$ cat config.mk
export PLATFORM = sky130hd
export DESIGN_NAME = controle
export DESIGN_NICKNAME = d
export VERILOG_FILES = /design/src/rtl/controle_pkg.sv /design/src/rtl/controle_decod.sv /design/src/rtl/controle.sv
export SDC_FILE = /design/constraint.sdc
export NUM_CORES = 1
export LEC_CHECK = 0
export CAP_MARGIN = 20
export CORE_AREA = 2 2 39 41
export CTS_BUF_LIST = sky130_fd_sc_hd__clkbuf_16
export CTS_CLUSTER_DIAMETER = 60
export CTS_CLUSTER_SIZE = 40
export DETAILED_ROUTE_END_ITERATION = 8
export DIE_AREA = 0 0 41 43
export PLACE_DENSITY = 0.47
export RECOVER_POWER = 100
export SLEW_MARGIN = 40
export SYNTH_ARGS = -nofsm -noshare
export SYNTH_HDL_FRONTEND = slang
export SYNTH_SLANG_ARGS = --single-unit
$ cat constraint.sdc
create_clock -name ck -period 1.2 [get_ports ck]
set_clock_uncertainty 0.05 [all_clocks]
set_input_delay 0.18 -clock ck [delete_from_list [all_inputs] [get_ports ck]]
set_output_delay 0.18 -clock ck [all_outputs]
set_load 0.005 [all_outputs]
$ cat src/rtl/controle_pkg.sv
// Shared encodings for the polynomial controller and its datapath.
// CONTROLE_LINEAR_EN adds the MULB state used by the linear (B*X + C) path.
package controle_pkg;

    typedef enum logic [2:0] {
        ST_IDLE = 3'd0,
        ST_LDX  = 3'd1,
        ST_MULA = 3'd2,
        ST_ADDB = 3'd3,
        ST_MULX = 3'd4,
        ST_ADDC = 3'd5,
        ST_DONE = 3'd6
`ifdef CONTROLE_LINEAR_EN
        ,
        ST_MULB = 3'd7
`endif
    } state_t;

    typedef struct packed {
        logic       lx;
        logic [1:0] m0;
        logic [1:0] m1;
        logic [1:0] m2;
        logic       h;
        logic       ls;
        logic       lh;
        logic       busy;
        logic       done;
    } ctrl_t;

    localparam logic [1:0] SEL_ZERO  = 2'b00;
    localparam logic [1:0] SEL_A     = 2'b01;
    localparam logic [1:0] SEL_B     = 2'b10;
    localparam logic [1:0] SEL_C     = 2'b11;

    localparam logic [1:0] M1_OUTM0  = 2'b00;
    localparam logic [1:0] M1_REGX   = 2'b01;
    localparam logic [1:0] M1_REGS   = 2'b10;
    localparam logic [1:0] M1_REGH   = 2'b11;

    localparam logic [1:0] M2_REGX   = 2'b00;
    localparam logic [1:0] M2_OUTM0  = 2'b01;
    localparam logic [1:0] M2_REGS   = 2'b10;
    localparam logic [1:0] M2_REGH   = 2'b11;

    localparam logic       OP_ADD    = 1'b0;
    localparam logic       OP_MUL    = 1'b1;

endpackage

$ cat src/rtl/controle_decod.sv
// Combinational state -> control-word decoder; zero latency, no backpressure.
// CONTROLE_LINEAR_EN adds the MULB decode.
module controle_decod
    import controle_pkg::*;
(
    input  state_t state_i,
    output ctrl_t  ctrl_o
);

    always_comb begin
        ctrl_o = '0;
        case (state_i)
            ST_LDX: begin
                ctrl_o.lx   = 1'b1;
                ctrl_o.busy = 1'b1;
            end
            ST_MULA: begin
                ctrl_o.m0   = SEL_A;
                ctrl_o.m1   = M1_OUTM0;
                ctrl_o.m2   = M2_REGX;
                ctrl_o.h    = OP_MUL;
                ctrl_o.lh   = 1'b1;
                ctrl_o.busy = 1'b1;
            end
            ST_ADDB: begin
                ctrl_o.m0   = SEL_B;
                ctrl_o.m1   = M1_OUTM0;
                ctrl_o.m2   = M2_REGH;
                ctrl_o.h    = OP_ADD;
                ctrl_o.ls   = 1'b1;
                ctrl_o.busy = 1'b1;
            end
            ST_MULX: begin
                ctrl_o.m0   = SEL_ZERO;
                ctrl_o.m1   = M1_REGS;
                ctrl_o.m2   = M2_REGX;
                ctrl_o.h    = OP_MUL;
                ctrl_o.lh   = 1'b1;
                ctrl_o.busy = 1'b1;
            end
            ST_ADDC: begin
                ctrl_o.m0   = SEL_C;
                ctrl_o.m1   = M1_OUTM0;
                ctrl_o.m2   = M2_REGH;
                ctrl_o.h    = OP_ADD;
                ctrl_o.ls   = 1'b1;
                ctrl_o.busy = 1'b1;
            end
`ifdef CONTROLE_LINEAR_EN
            ST_MULB: begin
                ctrl_o.m0   = SEL_B;
                ctrl_o.m1   = M1_OUTM0;
                ctrl_o.m2   = M2_REGX;
                ctrl_o.h    = OP_MUL;
                ctrl_o.lh   = 1'b1;
                ctrl_o.busy = 1'b1;
            end
`endif
            ST_DONE: ctrl_o.done = 1'b1;
            default: ctrl_o = '0;
        endcase
    end

endmodule

$ cat src/rtl/controle.sv
// Moore sequencer for Resultado = A*X^2 + B*X + C (Horner); done 6 cycles after start.
// start/done four-phase handshake; CONTROLE_LINEAR_EN adds the linear B*X + C path.
module controle
    import controle_pkg::*;
(
    input  logic       ck,
    input  logic       rst,
    input  logic       start,
`ifdef CONTROLE_LINEAR_EN
    input  logic       linear,
`endif
    output logic       lx,
    output logic [1:0] m0,
    output logic [1:0] m1,
    output logic [1:0] m2,
    output logic       h,
    output logic       ls,
    output logic       lh,
    output logic       busy,
    output logic       done
);

    state_t state_q, state_d;
    ctrl_t  ctrl;

`ifdef CONTROLE_LINEAR_EN
    logic lin_q, lin_d;

    // Path choice is latched with the accepted start so linear need not be held.
    always_comb begin
        lin_d = lin_q;
        if (state_q == ST_IDLE && start) begin
            lin_d = linear;
        end
    end

    always_ff @(posedge ck) begin
        if (!rst) begin
            lin_q <= 1'b0;
        end else begin
            lin_q <= lin_d;
        end
    end
`endif

    always_comb begin
        state_d = ST_IDLE;
        case (state_q)
            ST_IDLE: state_d = start ? ST_LDX : ST_IDLE;
`ifdef CONTROLE_LINEAR_EN
            ST_LDX:  state_d = lin_q ? ST_MULB : ST_MULA;
            ST_MULB: state_d = ST_ADDC;
`else
            ST_LDX:  state_d = ST_MULA;
`endif
            ST_MULA: state_d = ST_ADDB;
            ST_ADDB: state_d = ST_MULX;
            ST_MULX: state_d = ST_ADDC;
            ST_ADDC: state_d = ST_DONE;
            ST_DONE: state_d = start ? ST_DONE : ST_IDLE;
            default: state_d = ST_IDLE;
        endcase
    end

    always_ff @(posedge ck) begin
        if (!rst) begin
            state_q <= ST_IDLE;
        end else begin
            state_q <= state_d;
        end
    end

    controle_decod u_decod (
        .state_i (state_q),
        .ctrl_o  (ctrl)
    );

    assign lx   = ctrl.lx;
    assign m0   = ctrl.m0;
    assign m1   = ctrl.m1;
    assign m2   = ctrl.m2;
    assign h    = ctrl.h;
    assign ls   = ctrl.ls;
    assign lh   = ctrl.lh;
    assign busy = ctrl.busy;
    assign done = ctrl.done;

endmodule

Word level (Yosys, flattened, before mapping)
Index checks and enable logic that the tools add are counted.

storage, ports and cells
  flip-flop bits (word level) = 3
  output and inout bits = 12
  word-level logic and storage cells = 20

cells by class
  equality and inequality tests = 6
  muxes and demuxes = 9
  reduce and logical (&&, ||, !) cells = 4

operators with widths
  operator              count
  $pmux W7 S4           1
  $pmux W3 S7           1
  $eq A3 B3 Y1 const B  3
  $eq A3 B2 Y1 const B  2
  $mux W1               6
  $reduce_or A5 Y1      1
  $reduce_or A2 Y1      2
  $eq A3 B1 Y1 const B  1
  $logic_not A3 Y1      1
  $mux W3               1

Logic depth before layout (Yosys ltp)
  depth in word-level cells = 3
  depth in mapped cells = 4

Hierarchy
Synthesis repeated with hierarchy kept, for this count alone.

second synthesis, totals
  cells, all modules = 34
  area total of the unflattened synthesis = 262.8 µm²

modules (own cells, without submodules)
  module          instances  cells each  area an instance (µm²)  sequential area each (µm²)
  controle_decod  1          20          135.1                   0.0
  controle        1          14          127.6                   60.1

Least setup slack after synthesis
No wires, ideal clock.

  kind = flip-flop to output port
  from = register state_q[1]
  to = output m2[0]
  data arrival time = 0.894 ns
  setup slack = 0.076 ns
  stages on the path, launching flop included = 5
  cell sequence = dfxtp_1 > buf_6 > xnor2_2 > nor2_1 > buf_4

on the way
  longest elaborated chain between the ends = 2

ends and longest elaborated chain
  what                                                 line                  RTL
  from (decl)                                          controle.sv:23        state_t state_q, state_d;
  from (signal assigned)                               controle.sv:69        state_q <= state_d;
  $eq A3 B3 Y1 / $eq A3 B2 Y1 (equally long branches)  controle_decod.sv:12  case (state_i)
  $pmux W7 S4 *                                        controle_decod.sv:12
  to (decl)                                            controle.sv:15        output logic [1:0] m2,

Mark *: on every way between the ends. The rest lies on a longest branch, timed or not.

Worst setup path in the final report
  from = register state_q[1]
  to = output m1[1]

on the way
  longest elaborated chain between the ends = 2

ends and longest elaborated chain
  what                                                 line                  RTL
  $eq A3 B3 Y1 / $eq A3 B2 Y1 (equally long branches)  controle_decod.sv:12
  $pmux W7 S4 *                                        controle_decod.sv:12
  to (decl)                                            controle.sv:14        output logic [1:0] m1,

Marked as above.

==> flow_metrics.tcl <==
set metrics [dict create \
    status "finished, violations left" \
    violations "negative setup slack" \
    reg2reg_from "state_q[1]$_SDFF_PN0_" \
    final.setup.tns_ns -0.3723 \
    cts_htree_levels 1 \
    drc 0 \
    arrival_ns 1.08 \
    yosys_warnings 0 \
    ys_types 21 \
    worstSetupPathType "reg -> out" \
    critPathLaunch "state_q[1]$_SDFF_PN0_" \
    place_inst 68 \
    core_area_um2 1384 \
    crit_fanout 5 \
    synthTopCellsByCount "nor2_1 (4), a21oi_2 (3), buf_4 (3), buf_6 (3), dfxtp_1 (3)" \
    ys_ff_latch 3 \
    synthesis.area_um2 296.5 \
    ys.flop_type "dfxtp_1" \
    postSynthAreaPerCell_um2 8.722 \
    cts_root_buf "clkbuf_16" \
    gp_congestion 0.7178 \
    die_y_um 43 \
    dieArea_um2 1763 \
    min-delay-start "rst" \
    critPathRequiredTime_ns 0.97 \
    largest_reg_flops 3 \
    clk_latency_ns 0.22 \
    io_pins 15 \
    stdcell_count 73 \
    synth_edf_count 0 \
    reg2reg_depth 4 \
    viasPerCell 4.041 \
    grt_pass1_wl_um 1131 \
    yosys.area.top_type "dfxtp_1" \
    die_x_um 41 \
    via_count 295 \
    irDropWorstVdd_uv 709.4 \
    r2r_setup_slack_ns 0.10 \
    syn_nets 37 \
    power_density_nw_per_um2 1462 \
    grt_overflow 0 \
    yosys-top-cells-area "dfxtp_1 (20%), buf_6 (11%), a21oi_2 (8.9%)" \
    min_period_ns 1.309 \
    dr.pass1.iters 1 \
    grt_pass1_vias 259 \
    antenna_found_initial 0 \
    timing.rr.end "state_q[0]$_SDFF_PN0_" \
    setup_viol 10 \
    wl_per_cell_um 9.384 \
    fmax_ghz 0.7639 \
    regMostFlops "state_q" \
    synth_seq_area_share 0.2025 \
    p_leak_nw 0.2741 \
    hold_viol 0 \
    worstSetupStartpointType "flip-flop" \
    end_kind "output pin" \
    min_path_type "in -> reg" \
    yosysMostFrequentCell "nor2_1" \
    grt_setup_unrepaired "true" \
    start_util 0.2143 \
    clk_pin_slew_ns 0.03 \
    wirelength_um 685 \
    diodes 0 \
    syn2layout_area_growth_pct 90.30 \
    final_max_slew_viol_count 0 \
    rows 14 \
    finalWorstSetupSlack_ns -0.1090 \
    dp_hpwl_um 493.9 \
    synthArstFlopShare 0 \
    drv_cap 0 \
    cts_tree "built" \
    numCtsBuffers 3 \
    cts.path.max_buffers 2 \
    synth_cells 34 \
    fin_crit_sh 1.091 \
    drive_above_1_share 0.7719 \
    postRouteAntennaNets 0 \
    cts.sinks 3 \
    portBuffers 13 \
    nets 61 \
    grt_max_degree 9 \
    synth_top_area_share 0.2025 \
    drt_iter0_drc 0 \
    crit_end "m1[1]" \
    reg_top3 "state_q x3" \
    grt_usage 0.09920 \
]
## layout by cell type, fill, tap and decap left out
cell type and count:
conb_1 1, and3_4 1, nand2b_1 1, buf_6 2, nor2b_4 1, o21a_1 1, buf_4 10, o21ai_1 1
buf_2 11, nor2_1 3, clkbuf_16 3, nor3b_2 2, dfxtp_4 3, a21oi_2 3, nand2_2 1, nand2_1 1
clkdlybuf4s50_1 2, xnor2_4 1, nor3_2 3, a21oi_1 1, inv_1 2, nor4bb_4 1, inv_2 1, nor2_2 1
## per-layer routing
| layer | vias up | track usage | wire [um] | part of all wire |
|---|---|---|---|---|
| met3 | 2 | 0.03665 | 78 | 0.11 |
| met4 | 0 | 0.08000 | 19 | 0.028 |
| li1 | 152 | - | - | - |
| met2 | 14 | 0.1188 | 307 | 0.45 |
| met1 | 127 | 0.1342 | 281 | 0.41 |
| met5 | - | 0 | 0 | 0 |
## repair_timing
item	CTS	global route
setup buffers	1	0
endpoints found under the hold margin	0	0
gates resized for setup	57	5
pin swaps	5	6
gates cloned	0	0
hold buffers	0	0
endpoints found under the setup margin	11	11
## report_power, final
part / switching (mW) / internal [mW]
Sequential: 0.0156 / 0.108
Clock: 0.0930 / 0.430
Combinational: 0.0718 / 0.107
## worst min path at each step
| stage | slack, ns | to | depth (start not counted) |
|---|---|---|---|
| finish | 0.52 | state_q[1]$_SDFF_PN0_ | 2 |
| global route | 0.54 | state_q[0]$_SDFF_PN0_ | 2 |
| CTS | 0.53 | state_q[1]$_SDFF_PN0_ | 2 |
| detailed placement | 0.59 | state_q[0]$_SDFF_PN0_ | 2 |
| global placement | 0.60 | state_q[0]$_SDFF_PN0_ | 2 |
| floorplan | 0.25 | state_q[1]$_SDFF_PN0_ | 1 |
## critical path, stage by stage (launching register included)
cell and delay, ns:
dfxtp_4 0.36, buf_6 0.14, buf_6 0.11, nor3b_2 0.13, buf_2 0.12
## final cells by class
type                    count  area, um^2
well taps                  16       20.02
flip-flops and latches      3       71.32
multi-input cells          23       214.0
inverters                   2       7.507
clock inverters             1       3.754
clock buffers               3       75.07
fillers                   149       819.5
repair buffers             25       172.7
## through the flow
stage | total power [mW] | instance area [um^2] | util | setup slack [ns] | hold slack, ns
2_1_floorplan | 0.2120 | 296.5 | - | 0.07556 | 0.2475
3_3_place_gp | 0.3006 | 473.0 | 0.3418 | -0.3192 | 0.5977
3_5_place_dp | 0.2998 | 473.0 | 0.3418 | -0.3362 | 0.5868
4_1_cts | 0.8307 | 546.8 | 0.3951 | -0.1304 | 0.5305
5_1_grt | 0.8630 | 564.3 | 0.4078 | -0.1557 | 0.5379
6_report | 0.8248 | 564.3 | 0.4078 | -0.1090 | 0.5162
## cell families after synthesis
family	after synthesis	synth area share
DFF	3	0.2025
buffers and inverters	8	0.2152
other	1	0.01265
and+or+nand+nor	15	0.3671
AOI/OAI and AO/OA	6	0.1477
xor gates and xnor gates	1	0.05487
No activity file was read; power rests on OpenSTA's default activity.
